`config.mk`:
```
export PLATFORM = sky130hd
export DESIGN_NAME = uart_rx_byte_flat
export DESIGN_NICKNAME = d
export VERILOG_FILES = /design/src/rtl/uart_rx_byte_if.sv /design/src/rtl/uart_rx_byte.sv /design/src/flat_wrapper.sv
export SDC_FILE = /design/constraint.sdc
export NUM_CORES = 1
export LEC_CHECK = 0
export ABC_AREA = 1
export CAP_MARGIN = 15
export CELL_PAD_IN_SITES_DETAIL_PLACEMENT = 0
export CELL_PAD_IN_SITES_GLOBAL_PLACEMENT = 1
export CORE_ASPECT_RATIO = 0.9
export CORE_MARGIN = 4
export CORE_UTILIZATION = 39
export CTS_CLUSTER_SIZE = 24
export DETAILED_ROUTE_END_ITERATION = 10
export PLACE_DENSITY_LB_ADDON = 0.25
export RECOVER_POWER = 50
export SLEW_MARGIN = 0
export SYNTH_ARGS = -nofsm -noshare
export SYNTH_HDL_FRONTEND = slang
export SYNTH_SLANG_ARGS = --single-unit
```
`constraint.sdc`:
```
create_clock -name clk_in -period 1.8 [get_ports clk_in]
set_clock_uncertainty 0.15 [all_clocks]
set_input_delay 0.45 -clock clk_in [delete_from_list [all_inputs] [get_ports clk_in]]
set_output_delay 0.45 -clock clk_in [all_outputs]
set_load 0.005 [all_outputs]
```
`src/rtl/uart_rx_byte_if.sv`:
```
// Receive-side bundle from the UART byte receiver to the register-bank command decoder.
// The receiver drives every signal; the decoder only observes.
interface uart_rx_byte_if;
    logic [7:0] data_out;
    logic       valid_out;
    logic       frame_err_out;
    logic       busy_out;

    modport master (output data_out, output valid_out, output frame_err_out, output busy_out);
    modport slave  (input  data_out, input  valid_out, input  frame_err_out, input  busy_out);
endinterface

```
`src/rtl/uart_rx_byte.sv`:
```
// 8N1 UART receiver: oversamples rx_in and strobes each byte or framing error for one cycle.
// Pulse appears one clock after the stop-bit sample, about 9.5 bit times after the start edge; there is no backpressure.
module uart_rx_byte #(
    parameter int CLKS_PER_BIT = 142
) (
    input  logic           clk_in,
    input  logic           rst_in_n,
    input  logic           rx_in,
    uart_rx_byte_if.master rx_bus
);

    typedef enum logic [2:0] {IDLE, START, DATA, STOP, WAIT_IDLE} state_t;

    localparam int            CW      = $clog2(CLKS_PER_BIT);
    localparam logic [CW-1:0] HALF_LD = CW'(CLKS_PER_BIT / 2 - 1);
    localparam logic [CW-1:0] BIT_LD  = CW'(CLKS_PER_BIT - 1);

    logic          rx_m, rx_s;
    state_t        state, state_nxt;
    logic [CW-1:0] cnt, cnt_nxt;
    logic [2:0]    idx, idx_nxt;
    logic [7:0]    shift, shift_nxt;
    logic [7:0]    data_q, data_nxt;
    logic          valid_q, valid_nxt;
    logic          err_q, err_nxt;
    logic          tick;

    // Synchronizer idles high so reset release never fakes a falling edge.
    always_ff @(posedge clk_in or negedge rst_in_n) begin
        if (!rst_in_n) begin
            rx_m <= 1'b1;
            rx_s <= 1'b1;
        end else begin
            rx_m <= rx_in;
            rx_s <= rx_m;
        end
    end

    always_ff @(posedge clk_in or negedge rst_in_n) begin
        if (!rst_in_n) begin
            state   <= IDLE;
            cnt     <= '0;
            idx     <= '0;
            shift   <= '0;
            data_q  <= '0;
            valid_q <= 1'b0;
            err_q   <= 1'b0;
        end else begin
            state   <= state_nxt;
            cnt     <= cnt_nxt;
            idx     <= idx_nxt;
            shift   <= shift_nxt;
            data_q  <= data_nxt;
            valid_q <= valid_nxt;
            err_q   <= err_nxt;
        end
    end

    assign tick = (cnt == '0);

    // Counter runs down to zero; the edge at which it reads zero is the sample edge.
    always_comb begin
        state_nxt = state;
        cnt_nxt   = tick ? cnt : cnt - 1'b1;
        idx_nxt   = idx;
        case (state)
            IDLE: begin
                if (!rx_s) begin
                    state_nxt = START;
                    cnt_nxt   = HALF_LD;
                end
            end
            START: begin
                if (tick) begin
                    state_nxt = rx_s ? IDLE : DATA;
                    cnt_nxt   = BIT_LD;
                    idx_nxt   = 3'd0;
                end
            end
            DATA: begin
                if (tick) begin
                    cnt_nxt = BIT_LD;
                    idx_nxt = idx + 3'd1;
                    if (idx == 3'd7) state_nxt = STOP;
                end
            end
            STOP: begin
                if (tick) state_nxt = rx_s ? IDLE : WAIT_IDLE;
            end
            WAIT_IDLE: begin
                if (rx_s) state_nxt = IDLE;
            end
            default: state_nxt = IDLE;
        endcase
    end

    always_comb begin
        shift_nxt = shift;
        data_nxt  = data_q;
        valid_nxt = 1'b0;
        err_nxt   = 1'b0;
        if (state == DATA && tick) shift_nxt = {rx_s, shift[7:1]};
        // A bad stop bit leaves the last good byte in place.
        if (state == STOP && tick) begin
            if (rx_s) begin
                data_nxt  = shift;
                valid_nxt = 1'b1;
            end else begin
                err_nxt = 1'b1;
            end
        end
    end

    assign rx_bus.data_out      = data_q;
    assign rx_bus.valid_out     = valid_q;
    assign rx_bus.frame_err_out = err_q;
    assign rx_bus.busy_out      = (state != IDLE);

endmodule
```
`src/flat_wrapper.sv`:
```
// flat-port wrapper written by rule: the top's interface ports become plain ports
module uart_rx_byte_flat 
#(
    parameter int CLKS_PER_BIT = 142
)
  (clk_in, rst_in_n, rx_in, rx_bus_data_out, rx_bus_valid_out, rx_bus_frame_err_out, rx_bus_busy_out);
  uart_rx_byte_if rx_bus_i ();
  input  logic clk_in;
  input  logic rst_in_n;
  input  logic rx_in;
  output wire logic [$bits(rx_bus_i.data_out)-1:0] rx_bus_data_out;
  output wire logic [$bits(rx_bus_i.valid_out)-1:0] rx_bus_valid_out;
  output wire logic [$bits(rx_bus_i.frame_err_out)-1:0] rx_bus_frame_err_out;
  output wire logic [$bits(rx_bus_i.busy_out)-1:0] rx_bus_busy_out;
  assign rx_bus_data_out = rx_bus_i.data_out;
  assign rx_bus_valid_out = rx_bus_i.valid_out;
  assign rx_bus_frame_err_out = rx_bus_i.frame_err_out;
  assign rx_bus_busy_out = rx_bus_i.busy_out;
  uart_rx_byte #(.CLKS_PER_BIT(CLKS_PER_BIT)) u_core (.clk_in(clk_in), .rst_in_n(rst_in_n), .rx_in(rx_in), .rx_bus(rx_bus_i));
endmodule
```
==> results of run 1 <==
what timing repair did:
action / CTS / global route
pin swaps: 1 / 1
buffers inserted: 5 / 0
setup endpoints to repair: 1 / 13
resized for setup: 3 / 7
cloned: 0 / 1
where the power goes:
group / leakage, uW / total, uW / switching [uW] / internal, uW
clock: 0.0000482 / 570 / 262 / 308
sequential: 0.000449 / 773 / 4.32 / 768
combinational: 0.000544 / 20.2 / 16.0 / 4.16
total: 0.00104 / 1360 / 282 / 1080
worst register-to-register path, cell delays in order (launching register included):
cell and delay [ns]:
dfrtp_1 0.42, nor3_2 0.07, buf_4 0.13, buf_4 0.12, buf_4 0.12, buf_4 0.11
buf_4 0.12, nand2_1 0.16, nand2_1 0.08, nor2_1 0.09, nor2_1 0.05
flip-flops by register name, indices dropped and copies added, names as in the netlist:
name and cells:
u_core.idx 3, u_core.rx_bus.valid_out 1, u_core.rx_s 1, u_core.cnt 8, u_core.rx_bus.data_out 8, u_core.rx_bus.frame_err_out 1
u_core.rx_m 1, u_core.state 3, u_core.shift 8
metrics by stage:
stage	power, uW	TNS, ns
floorplan	786	0
global placement	812	0
detailed placement	813	0
CTS	1390	0
global route	1430	-0.0185
finish	1360	0
path summary, 6_finish.rpt:
path	start	to	slack, ns	depth (start not counted)
worst min register to register	u_core.rx_m	u_core.rx_s	0.21	0
worst max-delay path	u_core.rx_bus.data_out[2]	rx_bus_data_out[2]	0.06	1
max in group asynchronous	rst_in_n	u_core.rx_bus.data_out[1]	0.33	2
min in group asynchronous	rst_in_n	u_core.rx_bus.data_out[7]	0.65	2
worst min-delay path	u_core.rx_m	u_core.rx_s	0.21	0
worst max register to register	u_core.state[0]	u_core.cnt[1]	0.07	10
logic make-up after synthesis:
logic type | after synthesis | share of synthesized area
AND/OR/NAND/NOR | 93 | 0.266
flip-flops | 34 | 0.516
AO/OA/AOI/OAI | 25 | 0.0983
buffers and inverters | 29 | 0.0794
adder cells (fa/ha/maj) | 4 | 0.0303
XOR/XNOR | 2 | 0.0106
layout by cell type, fill, tap and decap left out, drive strengths merged:
master	count
clkbuf	9
clkinv	1
nand4	2
dfstp	2
buf	12
nand2	46
dfrtp	32
ha	4
inv	26
nor3	5
clkdlybuf4s50	10
nor2	29
dlygate4sd3	2
a21oi	1
nand3	12
xor2	2
o21ai	24
cell type report:
class / count / area, um2
tap: 48 / 60.1
clock inverter: 1 / 5.00
sequential: 34 / 853
multi-input combinational: 125 / 703
timing repair buffer: 26 / 236
fill: 385 / 2030
inverter: 26 / 97.6
clock buffer: 7 / 86.3
per-layer routing:
metal	global-route usage	wire length, um	up-vias
met2	0.225	1600	23
li1	-	-	650
met1	0.167	1530	611
met3	0.0532	124	9
met5	0	0	-
met4	0.0543	57	0
==> flow_summary.ini, run 1 <==
[detailed_routing]
firstDrtPassIters = 4
wl_per_cell_um = 12.4
viasPerCell = 4.84
via_count = 1293
ant_nets = 0
post-route-drc-count = 0
drt-initial-drc-count = 44
wl_um = 3310

[cells_and_area]
nets = 225
final_util = 0.501
antennaDiodeCount = 0
drive_above_1_share = 0.219
finalInstanceArea_um2 = 2040
fin_cells = 267
syn_to_final_growth_pct = 23.4

[global_routing]
grt_max_degree = 35
overflow = 0
grt_pass1_vias = 1341
antenna_found_initial = 0
grt_pass1_wl_um = 5880
grt_util_all_layers = 0.139

[place]
gp_congestion = 0.784
portBuffers = 13
pre_cts_ws_ns = 0.00207
place_inst = 253
hpwl_um = 2330
placed_cell_area_um2 = 1900

[sta]
worst_slew_pin_slew_ns = 0.839
fin_ws_ns = 0.0573
max_freq_mhz = 574
layout_min_cycle_time_ns = 1.74
hold_viol_final = 0
setup_viol_count_final = 0
holdWs_ns = 0.209
timing.slew.headroom = 0.440
rsz0062_at_grt = true
slew_viol_final = 0
period_share = 0.968

[clock_tree]
cts_max_level = 2
clock-root-buffer = clkbuf_8
clk_path_buf_depth = 2
numCtsBuffers = 5
clock-sinks = 34
worstSkewPairLatency_ns = 0.28
cts_tree = done
path_clk_slew_ns = 0.06
ctsHoldBuffers = 0

[synthesis]
yosysUniqueCellTypes = 22
synth_top_area_frac = 0.484
ys_seq_elements = 34
synth_most_common_cell = nand2_1
syn_area_um2 = 1650
async_reset_ff_frac = 1.00
ys.flop_type = dfrtp_1
synthTopCellsByCount = nand2_1, dfrtp_1, inv_1
yosys.area.top_type = dfrtp_1
yosys-top-cells-area = dfrtp_1, nand2_1, inv_1
syn_inst = 187
yosys_warnings = 0
syn_avg_cell_area_um2 = 8.85
synth_nets = 194
seq_area_frac_synth = 0.516
synth_edf_count = 0

[worst_setup_path]
crit_required_ns = 1.20
startpoint_type = register
cp_slowest_cell = clkdlybuf4s50_1
crit_type = register to primary output
crit_arrival_ns = 1.14
crit_family = buffers and inverters
max_stage_delay_ns = 0.50
path_buf_inv = 1
path_cells = clkdlybuf4s50_1
worst_setup_path_end_kind = primary output
critPathMaxFanout = 2

[power]
peakVddDrop_uv = 470
powerDensity_nw_per_um2 = 667
p_leak_uw = 0.00104

[floorplanning]
die_h_um = 69.8
design.core.area_um2 = 4070
die_w_um = 76.6
start_util = 0.406
io_pins = 14
die-area_um2 = 5350
rows = 22

[status]
status = complete, no violations

[worst_hold_path]
hold_path_class = register to register

[run]
drv_cap = 0
No activity file was read; power rests on OpenSTA's default activity.
==> run 2: changes to the inputs <==
--- a/config.mk
+++ b/config.mk
@@ -14,7 +14,7 @@
 export CORE_UTILIZATION = 39
 export CTS_CLUSTER_SIZE = 24
 export DETAILED_ROUTE_END_ITERATION = 10
-export PLACE_DENSITY_LB_ADDON = 0.25
+export PLACE_DENSITY_LB_ADDON = 0.1
 export RECOVER_POWER = 50
 export SLEW_MARGIN = 0
 export SYNTH_ARGS = -nofsm -noshare
==> run 2 against run 1 <==
Cell count is 0.75% lower. Largest cell class unchanged. Clock power is 1% higher. Register-to-register slack better by 0.07 ns. Critical endpoint is now rx_bus_data_out[1]. Die area stayed put. Highest routed layer unchanged.
==> flow_summary.ini, run 2 (same netlist as run 1, synthesis figures left out) <==
[worst_setup_path]
max_stage_delay_ns = 0.50
crit_type = register to primary output
crit_family = buffers and inverters
path_cells = clkdlybuf4s50_1
worst_setup_path_end_kind = primary output
crit_required_ns = 1.20
crit_arrival_ns = 1.15
critPathMaxFanout = 2
path_buf_inv = 1
cp_slowest_cell = clkdlybuf4s50_1
startpoint_type = register

[floorplanning]
die_w_um = 76.6
io_pins = 14
start_util = 0.406
design.core.area_um2 = 4070
die-area_um2 = 5350
rows = 22
die_h_um = 69.8

[clock_tree]
cts_max_level = 2
numCtsBuffers = 5
worstSkewPairLatency_ns = 0.28
cts_setup_buffers = 0
path_clk_slew_ns = 0.07
ctsHoldBuffers = 0
clock-root-buffer = clkbuf_8
clock-sinks = 34
cts_tree = done
clk_path_buf_depth = 2

[global_routing]
grt_pass1_vias = 1223
grt_max_degree = 35
overflow = 0
antenna_found_initial = 0
grt_util_all_layers = 0.133
grt_pass1_wl_um = 5610

[sta]
tns_ns = 0
max_freq_mhz = 572
holdWs_ns = 0.211
fin_ws_ns = 0.0510
setup_viol_count_final = 0
period_share = 0.972
layout_min_cycle_time_ns = 1.75
timing.slew.headroom = 0.430
rsz0062_at_grt = false
slew_viol_final = 0
worst_slew_pin_slew_ns = 0.854
hold_viol_final = 0

[detailed_routing]
viasPerCell = 4.83
ant_nets = 0
firstDrtPassIters = 4
post-route-drc-count = 0
via_count = 1280
wl_um = 3300
drt-initial-drc-count = 105
wl_per_cell_um = 12.4

[cells_and_area]
fin_cells = 265
final_util = 0.506
final_common_cell = nand2_1
drive_above_1_share = 0.217
nets = 223
antennaDiodeCount = 0
final_cell_mix = nand2_1, dfrtp_1, nor2_1
syn_to_final_growth_pct = 24.7

[run]
drv_cap = 0

[place]
pre_cts_ws_ns = 0.0724
portBuffers = 13
hpwl_um = 2220
place_inst = 256
gp_congestion = 0.799

[status]
status = complete, no violations

[worst_hold_path]
hold_path_class = register to register

[power]
p_leak_uw = 0.00102
peakVddDrop_uv = 441
powerDensity_nw_per_um2 = 664
[run 2: stage by stage]
step / total power, uW / cell area [um2]
6_report: 1370 / 2060
5_1_grt: 1430 / 2060
4_1_cts: 1400 / 2010
3_5_place_dp: 813 / 1920
3_3_place_gp: 812 / 1920
2_1_floorplan: 786 / 1650
[run 2: cell type report]
type | instances | area [um2]
Timing Repair Buffer | 24 | 243
Clock inverter | 1 | 5.00
Fill cell | 379 | 2010
Tap cell | 48 | 60.1
Inverter | 26 | 97.6
Sequential cell | 34 | 853
Clock buffer | 7 | 86.3
Multi-Input combinational cell | 125 | 718
[run 2: report_power, final]
part,internal (uW),switching [uW],leakage [uW]
combinational,4.38,16.2,0.000528
clock,308,269,0.0000482
sequential,768,4.28,0.000449
total,1080,290,0.00102
[run 2: final timing paths]
path | depth (start not counted) | slack [ns] | startpoint | end
worst max-delay path | 1 | 0.05 | u_core.rx_bus.data_out[1] | rx_bus_data_out[1]
worst min-delay path | 0 | 0.21 | u_core.rx_m | u_core.rx_s
worst max register to register | 6 | 0.14 | u_core.state[0] | u_core.shift[0]
worst min register to register | 0 | 0.21 | u_core.rx_m | u_core.rx_s
max in group asynchronous | 2 | 0.31 | rst_in_n | u_core.shift[6]
min in group asynchronous | 2 | 0.66 | rst_in_n | u_core.cnt[0]
[run 2: timing repair]
action                     4_1_cts  5_1_grt
gates resized for setup          3       13
setup endpoints to repair        1       27
gates cloned                     0        2
pin swaps                        1        3
[run 2: routing by layer]
layer | global-route usage | wire (um) | vias to the layer above
met2 | 0.194 | 1460 | 24
met1 | 0.177 | 1630 | 600
met3 | 0.0481 | 145 | 7
li1 | - | - | 649
met5 | 0 | 0 | -
met4 | 0.0563 | 55 | 0
